$ cat config.mk
export PLATFORM = sky130hd
export DESIGN_NAME = seg7_scan_ctrl_flat
export DESIGN_NICKNAME = d
export VERILOG_FILES = /design/src/rtl/seg7_pkg.sv /design/src/rtl/seg7_scan_ctrl_if.sv /design/src/rtl/bin2bcd_seq.sv /design/src/rtl/seg7_scan_ctrl.sv /design/src/flat_wrapper.sv
export SDC_FILE = /design/constraint.sdc
export NUM_CORES = 1
export LEC_CHECK = 0
export ABC_AREA = 1
export CORE_MARGIN = 2
export CORE_UTILIZATION = 63
export CTS_CLUSTER_SIZE = 14
export DETAILED_ROUTE_END_ITERATION = 8
export GPL_TIMING_DRIVEN = 0
export PLACE_DENSITY = 0.95
export SETUP_SLACK_MARGIN = 0.02
export SLEW_MARGIN = 15
export SYNTH_ARGS = -nofsm -noshare
export SYNTH_HDL_FRONTEND = slang
export SYNTH_SLANG_ARGS = --single-unit
$ cat constraint.sdc
create_clock -name clk -period 3.3 [get_ports clk]
set_input_delay 0.33 -clock clk [delete_from_list [all_inputs] [get_ports clk]]
set_output_delay 0.33 -clock clk [all_outputs]
set_load 0.02 [all_outputs]
$ cat src/rtl/seg7_pkg.sv
// Shared constants, font and helpers for the multiplexed 7-segment controller.
package seg7_pkg;

   localparam logic [6:0] SEG_BLANK = 7'b1111111;
   localparam logic [6:0] SEG_DASH  = 7'b1111110;

   // One display-buffer slot: code, leading-zero blank flag and decimal point.
   typedef struct packed {
      logic [3:0] code;
      logic       blank;
      logic       dp;
   } digit_t;

   // Active-low {a,b,c,d,e,f,g} hex font.
   function automatic logic [6:0] hex_to_seg(input logic [3:0] nib);
      logic [6:0] s;
      case (nib)
         4'h0:    s = 7'b0000001;
         4'h1:    s = 7'b1001111;
         4'h2:    s = 7'b0010010;
         4'h3:    s = 7'b0000110;
         4'h4:    s = 7'b1001100;
         4'h5:    s = 7'b0100100;
         4'h6:    s = 7'b0100000;
         4'h7:    s = 7'b0001111;
         4'h8:    s = 7'b0000000;
         4'h9:    s = 7'b0000100;
         4'hA:    s = 7'b0001000;
         4'hB:    s = 7'b1100000;
         4'hC:    s = 7'b0110001;
         4'hD:    s = 7'b1000010;
         4'hE:    s = 7'b0110000;
         default: s = 7'b0111000;
      endcase
      return s;
   endfunction

   function automatic logic [63:0] pow10(input int n);
      logic [63:0] p;
      p = 64'd1;
      for (int i = 0; i < n; i++) begin
         p = p * 64'd10;
      end
      return p;
   endfunction

endpackage

$ cat src/rtl/seg7_scan_ctrl_if.sv
// Host-side load/config bus plus the display pins of the 7-segment controller.
interface seg7_scan_ctrl_if #(
   parameter int NUM_DIGITS = 4,
   parameter int DATA_W     = 10
);
   logic [DATA_W-1:0]     data_in;
   logic                  load;
   logic                  mode;
   logic                  blank_lz;
   logic [NUM_DIGITS-1:0] dp_in;
   logic [6:0]            seg;
   logic                  dp;
   logic [NUM_DIGITS-1:0] an;
   logic                  busy;

   modport master (
      output data_in, load, mode, blank_lz, dp_in,
      input  seg, dp, an, busy
   );

   modport slave (
      input  data_in, load, mode, blank_lz, dp_in,
      output seg, dp, an, busy
   );
endinterface

$ cat src/rtl/bin2bcd_seq.sv
// Sequential double-dabble converter, one input bit per cycle for DATA_W cycles.
// done pulses on the last shift with bcd_out carrying the final value; start is ignored while busy.
module bin2bcd_seq
   import seg7_pkg::*;
#(
   parameter int DATA_W     = 10,
   parameter int NUM_DIGITS = 4
) (
   input  logic                    clk,
   input  logic                    rst_n,
   input  logic                    start,
   input  logic [DATA_W-1:0]       bin_in,
   output logic                    busy,
   output logic                    done,
   output logic [4*NUM_DIGITS-1:0] bcd_out,
   output logic                    ovf
);
   localparam int              BW       = 4 * NUM_DIGITS;
   localparam int              CW       = $clog2(DATA_W + 1);
   localparam logic [CW-1:0]   LAST_BIT = CW'(DATA_W - 1);
   localparam logic [63:0]     OVF_LIM  = pow10(NUM_DIGITS);
   localparam logic [0:0]      IDLE     = 1'b0;
   localparam logic [0:0]      SHIFT    = 1'b1;

   logic [0:0]        state_q, state_d;
   logic [CW-1:0]     cnt_q, cnt_d;
   logic [DATA_W-1:0] bin_q, bin_d;
   logic [BW-1:0]     bcd_q, bcd_d, bcd_adj;
   logic              ovf_q, ovf_d;

   always_comb begin
      bcd_adj = bcd_q;
      for (int i = 0; i < NUM_DIGITS; i++) begin
         if (bcd_q[4*i +: 4] >= 4'd5) begin
            bcd_adj[4*i +: 4] = bcd_q[4*i +: 4] + 4'd3;
         end
      end
   end

   // Digits above NUM_DIGITS are never kept: lower digits never depend on
   // them, and any value that would need them is flagged as overflow.
   always_comb begin
      state_d = state_q;
      cnt_d   = cnt_q;
      bin_d   = bin_q;
      bcd_d   = bcd_q;
      ovf_d   = ovf_q;
      done    = 1'b0;
      case (state_q)
         IDLE: begin
            if (start) begin
               state_d = SHIFT;
               cnt_d   = '0;
               bin_d   = bin_in;
               bcd_d   = '0;
               ovf_d   = (64'(bin_in) >= OVF_LIM);
            end
         end
         default: begin
            bcd_d = {bcd_adj[BW-2:0], bin_q[DATA_W-1]};
            bin_d = bin_q << 1;
            cnt_d = cnt_q + 1'b1;
            if (cnt_q == LAST_BIT) begin
               state_d = IDLE;
               done    = 1'b1;
            end
         end
      endcase
   end

   always_ff @(posedge clk or negedge rst_n) begin
      if (!rst_n) begin
         state_q <= IDLE;
         cnt_q   <= '0;
         bin_q   <= '0;
         bcd_q   <= '0;
         ovf_q   <= 1'b0;
      end else begin
         state_q <= state_d;
         cnt_q   <= cnt_d;
         bin_q   <= bin_d;
         bcd_q   <= bcd_d;
         ovf_q   <= ovf_d;
      end
   end

   assign busy    = (state_q == SHIFT);
   assign bcd_out = bcd_d;
   assign ovf     = ovf_q;

endmodule

$ cat src/rtl/seg7_scan_ctrl.sv
// Multiplexed common-anode 7-segment controller: hex or decimal rendering of a latched value.
// Hex loads reach the buffer in 1 cycle, decimal in DATA_W+1; loads are dropped while busy.
module seg7_scan_ctrl
   import seg7_pkg::*;
#(
   parameter int NUM_DIGITS  = 4,
   parameter int DATA_W      = 10,
   parameter int REFRESH_DIV = 50000
) (
   input  logic           clk,
   input  logic           rst_n,
   seg7_scan_ctrl_if.slave bus
);
   localparam int            BW    = 4 * NUM_DIGITS;
   localparam int            RW    = (REFRESH_DIV > 1) ? $clog2(REFRESH_DIV) : 1;
   localparam int            IW    = (NUM_DIGITS > 1) ? $clog2(NUM_DIGITS) : 1;
   localparam logic [RW-1:0] RLAST = RW'(REFRESH_DIV - 1);
   localparam logic [IW-1:0] ILAST = IW'(NUM_DIGITS - 1);

   logic [RW-1:0]                 ref_q, ref_d;
   logic [IW-1:0]                 idx_q, idx_d;
   digit_t [NUM_DIGITS-1:0]       buf_q, buf_d;
   logic                          dash_q, dash_d;
   logic                          pend_blz_q, pend_blz_d;
   logic [NUM_DIGITS-1:0]         pend_dp_q, pend_dp_d;
   logic [6:0]                    seg_q, seg_d;
   logic                          dpo_q, dpo_d;
   logic [NUM_DIGITS-1:0]         an_q, an_d;

   logic                          busy;
   logic                          load_acc;
   logic                          dec_start;
   logic                          bcd_done;
   logic                          bcd_ovf;
   logic [BW-1:0]                 bcd_val;

   logic                          wr_en;
   logic [BW-1:0]                 wr_codes;
   logic                          wr_blz;
   logic [NUM_DIGITS-1:0]         wr_dp;
   logic                          wr_dash;
   logic                          lead;
   digit_t                        cur;

   assign load_acc  = bus.load && !busy;
   assign dec_start = load_acc && bus.mode;

   bin2bcd_seq #(
      .DATA_W     (DATA_W),
      .NUM_DIGITS (NUM_DIGITS)
   ) u_bcd (
      .clk     (clk),
      .rst_n   (rst_n),
      .start   (dec_start),
      .bin_in  (bus.data_in),
      .busy    (busy),
      .done    (bcd_done),
      .bcd_out (bcd_val),
      .ovf     (bcd_ovf)
   );

   // Source select for a buffer write; hex and conversion-done never coincide
   // because a load is only accepted while the converter is idle.
   always_comb begin
      wr_en     = 1'b0;
      wr_codes  = '0;
      wr_blz    = 1'b0;
      wr_dp     = '0;
      wr_dash   = 1'b0;
      pend_blz_d = pend_blz_q;
      pend_dp_d  = pend_dp_q;
      if (dec_start) begin
         pend_blz_d = bus.blank_lz;
         pend_dp_d  = bus.dp_in;
      end
      if (load_acc && !bus.mode) begin
         wr_en                = 1'b1;
         wr_codes[DATA_W-1:0] = bus.data_in;
         wr_blz               = bus.blank_lz;
         wr_dp                = bus.dp_in;
      end else if (bcd_done) begin
         wr_en    = 1'b1;
         wr_codes = bcd_val;
         wr_blz   = pend_blz_q;
         wr_dp    = pend_dp_q;
         wr_dash  = bcd_ovf;
      end
   end

   always_comb begin
      buf_d  = buf_q;
      dash_d = dash_q;
      lead   = wr_blz && !wr_dash;
      if (wr_en) begin
         dash_d = wr_dash;
         for (int i = NUM_DIGITS - 1; i >= 0; i--) begin
            lead           = lead && (wr_codes[4*i +: 4] == 4'd0) && (i != 0);
            buf_d[i].code  = wr_codes[4*i +: 4];
            buf_d[i].blank = lead;
            buf_d[i].dp    = wr_dp[i];
         end
      end
   end

   always_comb begin
      ref_d = ref_q + 1'b1;
      idx_d = idx_q;
      if (ref_q == RLAST) begin
         ref_d = '0;
         idx_d = (idx_q == ILAST) ? '0 : idx_q + 1'b1;
      end
   end

   always_comb begin
      cur = buf_q[idx_q];
      if (dash_q) begin
         seg_d = SEG_DASH;
      end else if (cur.blank) begin
         seg_d = SEG_BLANK;
      end else begin
         seg_d = hex_to_seg(cur.code);
      end
      dpo_d = !(cur.dp && !cur.blank && !dash_q);
      an_d  = '1;
      for (int i = 0; i < NUM_DIGITS; i++) begin
         an_d[i] = (IW'(i) != idx_q);
      end
   end

   always_ff @(posedge clk or negedge rst_n) begin
      if (!rst_n) begin
         ref_q      <= '0;
         idx_q      <= '0;
         buf_q      <= '0;
         dash_q     <= 1'b0;
         pend_blz_q <= 1'b0;
         pend_dp_q  <= '0;
         seg_q      <= SEG_BLANK;
         dpo_q      <= 1'b1;
         an_q       <= '1;
      end else begin
         ref_q      <= ref_d;
         idx_q      <= idx_d;
         buf_q      <= buf_d;
         dash_q     <= dash_d;
         pend_blz_q <= pend_blz_d;
         pend_dp_q  <= pend_dp_d;
         seg_q      <= seg_d;
         dpo_q      <= dpo_d;
         an_q       <= an_d;
      end
   end

   assign bus.seg  = seg_q;
   assign bus.dp   = dpo_q;
   assign bus.an   = an_q;
   assign bus.busy = busy;

endmodule

$ cat src/flat_wrapper.sv
// flat-port wrapper written by rule: the top's interface ports become plain ports
module seg7_scan_ctrl_flat import seg7_pkg::*;
#(
   parameter int NUM_DIGITS  = 4,
   parameter int DATA_W      = 10,
   parameter int REFRESH_DIV = 50000
)
  (clk, rst_n, bus_data_in, bus_load, bus_mode, bus_blank_lz, bus_dp_in, bus_seg, bus_dp, bus_an, bus_busy);
  seg7_scan_ctrl_if #(.NUM_DIGITS(NUM_DIGITS), .DATA_W(DATA_W)) bus_i ();
  input  logic clk;
  input  logic rst_n;
  input wire logic [$bits(bus_i.data_in)-1:0] bus_data_in;
  input wire logic [$bits(bus_i.load)-1:0] bus_load;
  input wire logic [$bits(bus_i.mode)-1:0] bus_mode;
  input wire logic [$bits(bus_i.blank_lz)-1:0] bus_blank_lz;
  input wire logic [$bits(bus_i.dp_in)-1:0] bus_dp_in;
  output wire logic [$bits(bus_i.seg)-1:0] bus_seg;
  output wire logic [$bits(bus_i.dp)-1:0] bus_dp;
  output wire logic [$bits(bus_i.an)-1:0] bus_an;
  output wire logic [$bits(bus_i.busy)-1:0] bus_busy;
  assign bus_i.data_in = bus_data_in;
  assign bus_i.load = bus_load;
  assign bus_i.mode = bus_mode;
  assign bus_i.blank_lz = bus_blank_lz;
  assign bus_i.dp_in = bus_dp_in;
  assign bus_seg = bus_i.seg;
  assign bus_dp = bus_i.dp;
  assign bus_an = bus_i.an;
  assign bus_busy = bus_i.busy;
  seg7_scan_ctrl #(.NUM_DIGITS(NUM_DIGITS), .DATA_W(DATA_W), .REFRESH_DIV(REFRESH_DIV)) u_core (.clk(clk), .rst_n(rst_n), .bus(bus_i));
endmodule
==> results_tabular.tex <==
\begin{tabular}{lr}
\hline
Metric & Value \\
\hline
\multicolumn{2}{l}{\textbf{Outcome}} \\
Run status & finished clean \\
\multicolumn{2}{l}{\textbf{Timing}} \\
Post-route fraction of the period consumed by the critical path & 63.9\% \\
Final worst path period need & 2110 ps \\
Unrepaired setup endpoints after global routing & false \\
Final hold violation count & 0 \\
Remaining max-slew budget at the tightest pin & 56.9\% \\
Tightest Pin Transition & 641 ps \\
Max-slew violations & 0 \\
Final worst clock skew & 11.8 ps \\
Top achievable clock speed & 474 MHz \\
Final Setup Violations & 0 \\
\multicolumn{2}{l}{\textbf{Route}} \\
Number of nets with antenna violations after routing & 0 \\
Number of design rule violations left after detail routing & 0 \\
Detailed router's first-iteration violation count & 321 \\
First-pass iteration count of the detailed router & 5 \\
Via density per instance & 5.73 \\
Total vias in the final route & 3,998 \\
Routed Wire Length & 10,600 µm \\
Average wire per standard cell & 15.2 µm \\
\multicolumn{2}{l}{\textbf{Final layout}} \\
Layout cell share with drive strength beyond 1 & 11.5\% \\
Fillers & 463 \\
Area delta synth->final & 14.6\% \\
Final design instance area without fill & 5300 µm² \\
Nets & 634 \\
Count of inserted antenna diode cells & 0 \\
Final standard cell utilization of the core & 73.8\% \\
\multicolumn{2}{l}{\textbf{Synthesis}} \\
Top cells by instance count after synthesis & sky130\_fd\_sc\_hd\_\_nand2\_1 (146), sky130\_fd\_sc\_hd\_\_dfrtp\_1 (77), sky130\_fd\_sc\_hd\_\_inv\_1 (71) \\
Fraction of registers with async set or reset after synthesis & 100\% \\
Synth area leaders & sky130\_fd\_sc\_hd\_\_dfrtp\_1 (42\%), sky130\_fd\_sc\_hd\_\_nand2\_1 (12\%), sky130\_fd\_sc\_hd\_\_dfstp\_2 (6.8\%), sky130\_fd\_sc\_hd\_\_inv\_1 (5.8\%), sky130\_fd\_sc\_hd\_\_ha\_1 (5.7\%) \\
Cell area after synthesis & 4620 µm² \\
Most frequent cell after synthesis & sky130\_fd\_sc\_hd\_\_nand2\_1 \\
Post-synthesis cell count & 550 \\
Syn\_nets & 590 \\
Warnings, synthesis & 0 \\
Sequential share of the synthesized area & 48.5\% \\
Number of enable-type register cells in the synthesized netlist & 0 \\
Dominant synthesized flop cell & sky130\_fd\_sc\_hd\_\_dfrtp\_1 \\
Share of the synthesized area in the top cell type & 41.7\% \\
Yosys top cell by area & sky130\_fd\_sc\_hd\_\_dfrtp\_1 \\
Post-synthesis sequential element count & 89 \\
Synthesized area divided by synthesized cell count & 8.40 µm² \\
Count of different cell masters after synthesis & 45 \\
\multicolumn{2}{l}{\textbf{Critical path}} \\
Reg2Reg Depth & 8 \\
Crit path max-delay cell type & sky130\_fd\_sc\_hd\_\_dfrtp\_1 \\
CP Capture Type & register \\
Worst R2R Start & u\_core.idx\_q[0]\$\_DFFE\_PN0N\_ \\
Worst reg-to-reg setup slack & 1190 ps \\
Kind of critical path & register to register \\
Critical path cell sequence & inv\_2 -> buf\_4 -> nand2\_1 -> a32oi\_1 -> inv\_1 -> ha\_1 -> a31oi\_1 -> o21ai\_0 \\
Worst setup path start & u\_core.idx\_q[0]\$\_DFFE\_PN0N\_ \\
CP Launch Type & register \\
Endpoint arrival time on the critical path & 2400 ps \\
Largest fanout of any net on the critical path & 11 \\
Capture point of the worst reg-to-reg path & u\_core.bus.seg[5]\$\_DFF\_PN1\_ \\
Slowest stage delay, CP & 490 ps \\
Worst path required time & 3590 ps \\
\multicolumn{2}{l}{\textbf{Global routing}} \\
Initial antenna violation count & 0 \\
Via count of the first global-routing pass & 3,888 \\
Global-route wire length before repair & 17,300 µm \\
Maximum number of pins on one net before global-route repair & 52 \\
GRT Resource Usage Total & 28.3\% \\
Remaining global-route overflow & 0 \\
\multicolumn{2}{l}{\textbf{Min path}} \\
Hold Path Sink & u\_core.pend\_dp\_q[3]\$\_DFFE\_PN0P\_ \\
Hold Crit Depth & 2 \\
Worst hold path class & register to register \\
Startpoint of the worst hold path & u\_core.pend\_dp\_q[3]\$\_DFFE\_PN0P\_ \\
\multicolumn{2}{l}{\textbf{Clocking}} \\
Clk sinks & 89 \\
Clock latency reported for the late side of the worst-skew pair & 360 ps \\
Buffer type at the clock tree root & sky130\_fd\_sc\_hd\_\_clkbuf\_8 \\
Number of buffers inserted during clock tree synthesis & 9 \\
H-tree Lvls & 3 \\
Buffer count from post-CTS setup fixing & 0 \\
Maximum buffer depth of the clock tree & 2 \\
Post\_cts resized & 0 \\
Clock tree from TritonCTS & yes \\
Clock Pin Slew Worst Setup and Hold Paths & 90 ps \\
\multicolumn{2}{l}{\textbf{Power and ir drop}} \\
Cell-internal power & 2.58 mW \\
Worst IR Drop VDD & 473 µV \\
Combinational group share of total power & 42.8\% \\
Register share of total power & 39.4\% \\
Total power & 4.41 mW \\
Fraction of power spent switching nets & 41.5\% \\
Sw Pwr & 1.83 mW \\
Leak Pwr & 2.64 nW \\
Clk pwr share & 17.8\% \\
P per Cell Area & 833 nW/µm² \\
\multicolumn{2}{l}{\textbf{Floorplan}} \\
Initial standard-cell utilization of the core & 64.4\% \\
Die Y-Extent & 89.6 µm \\
Horizontal die dimension & 89.6 µm \\
I/O pins & 32 \\
DIE AREA & 8040 µm² \\
Number of core rows & 31 \\
Core Footprint & 7180 µm² \\
\multicolumn{2}{l}{\textbf{Place}} \\
Input/output buffers & 31 \\
DP HPWL & 7500 µm \\
Last weighted congestion value of the routability-driven placer & 0.902 \\
Post-place instance area & 5080 µm² \\
\multicolumn{2}{l}{\textbf{Job}} \\
Max-cap violation count & 0 \\
\hline
\end{tabular}
==> sequential cells by signal, indices dropped and copies added (netlist names) <==
| register | flops |
|---|---|
| u_core.u_bcd.busy | 1 |
| u_core.u_bcd.bin_q | 10 |
| u_core.buf_q | 23 |
| u_core.bus.an | 4 |
| u_core.ref_q | 16 |
| u_core.idx_q | 2 |
| u_core.u_bcd.cnt_q | 4 |
| u_core.bus.seg | 7 |
| u_core.pend_dp_q | 4 |
| u_core.u_bcd.bcd_q | 16 |
| u_core.bus.dp | 1 |
| u_core.pend_blz_q | 1 |
==> power by group through the flow <==
stage	clock, mW	sequential (mW)	combinational (mW)
3_5_place_dp	0	1.75	1.83
6_report	0.785	1.74	1.89
2_1_floorplan	0	1.75	1.28
3_3_place_gp	0	1.72	1.70
5_1_grt	0.822	1.78	2.12
4_1_cts	0.777	1.73	1.86
==> layout make-up <==
cell class	instances	area, µm²	share of cell area, %
multi-input cells	368	1980	37.5
repair buffers	33	345	6.52
clock inverters	4	51.3	0.969
flip-flops and latches	89	2240	42.3
plain buffers	14	85.1	1.61
clock buffers	12	155	2.93
well taps	99	124	2.34
inverters	79	309	5.84
==> worst max-delay path, delay by kind of cell, from the launching register on <==
family                     cells  cell delay, ps
AOI/OAI and AO/OA              3             610
adders and majority gates      1             380
buffers and inverters          3             510
DFF                            1             490
and+or+nand+nor                1              70
==> worst max-delay path by stage <==
stage	end	slack (ps)
final	u_core.bus.seg[5]$_DFF_PN1_	1190
after global placement	u_core.ref_q[9]$_DFF_PN0_	-1150
after floorplan	u_core.bus.seg[5]$_DFF_PN1_	1560
after global routing	u_core.buf_q[7]$_DFFE_PN0P_	1030
after CTS	u_core.bus.seg[3]$_DFF_PN1_	1200
after detailed placement	u_core.buf_q[7]$_DFFE_PN0P_	1200
==> logic make-up after synthesis <==
kind of cell               share of synthesized area, %
xor gates and xnor gates                          0.569
DFF                                                48.5
adders and majority gates                          5.69
AOI/OAI and AO/OA                                  13.1
and+or+nand+nor                                    23.6
buffers and inverters                              8.53
==> cell usage in the layout, fill, tap and decap left out, types with 5 or more instances in the layout <==
cell type,count
sky130_fd_sc_hd__dfstp_2,12
sky130_fd_sc_hd__o21ai_1,6
sky130_fd_sc_hd__o21ai_0,25
sky130_fd_sc_hd__nand2_1,146
sky130_fd_sc_hd__a21oi_1,26
sky130_fd_sc_hd__nand2_2,10
sky130_fd_sc_hd__o22ai_1,14
sky130_fd_sc_hd__dfrtp_1,77
sky130_fd_sc_hd__nor2_2,5
sky130_fd_sc_hd__buf_2,5
sky130_fd_sc_hd__clkdlybuf4s50_1,30
sky130_fd_sc_hd__nor2_1,33
sky130_fd_sc_hd__clkbuf_8,11
sky130_fd_sc_hd__nand3_1,31
sky130_fd_sc_hd__ha_1,21
sky130_fd_sc_hd__inv_1,71
sky130_fd_sc_hd__clkbuf_1,5
==> per-stage QoR <==
step	std cells	setup WS, ps	TNS, ps	hold WS [ps]
CTS	698	1200	0	487
global placement	680	-1150	-89600	459
floorplan	550	1560	0	34.4
detailed placement	681	1200	0	340
finish	698	1190	0	484
global route	698	1030	0	518
==> metal layers <==
metal	vias to the layer above	wire length (µm)	GRT usage (%)	part of all wire, %
met3	46	584	5.12	5.5
li1	1872	-	-	-
met5	-	0	0	0
met2	160	5250	47.0	50
met1	1920	4350	35.1	41
met4	0	410	15.9	3.9
==> what timing repair did <==
item	4_1_cts	5_1_grt
setup endpoints to repair	0	0
hold endpoints to repair	27	0
hold buffers	1	0
(Power assumes the default switching activity.)
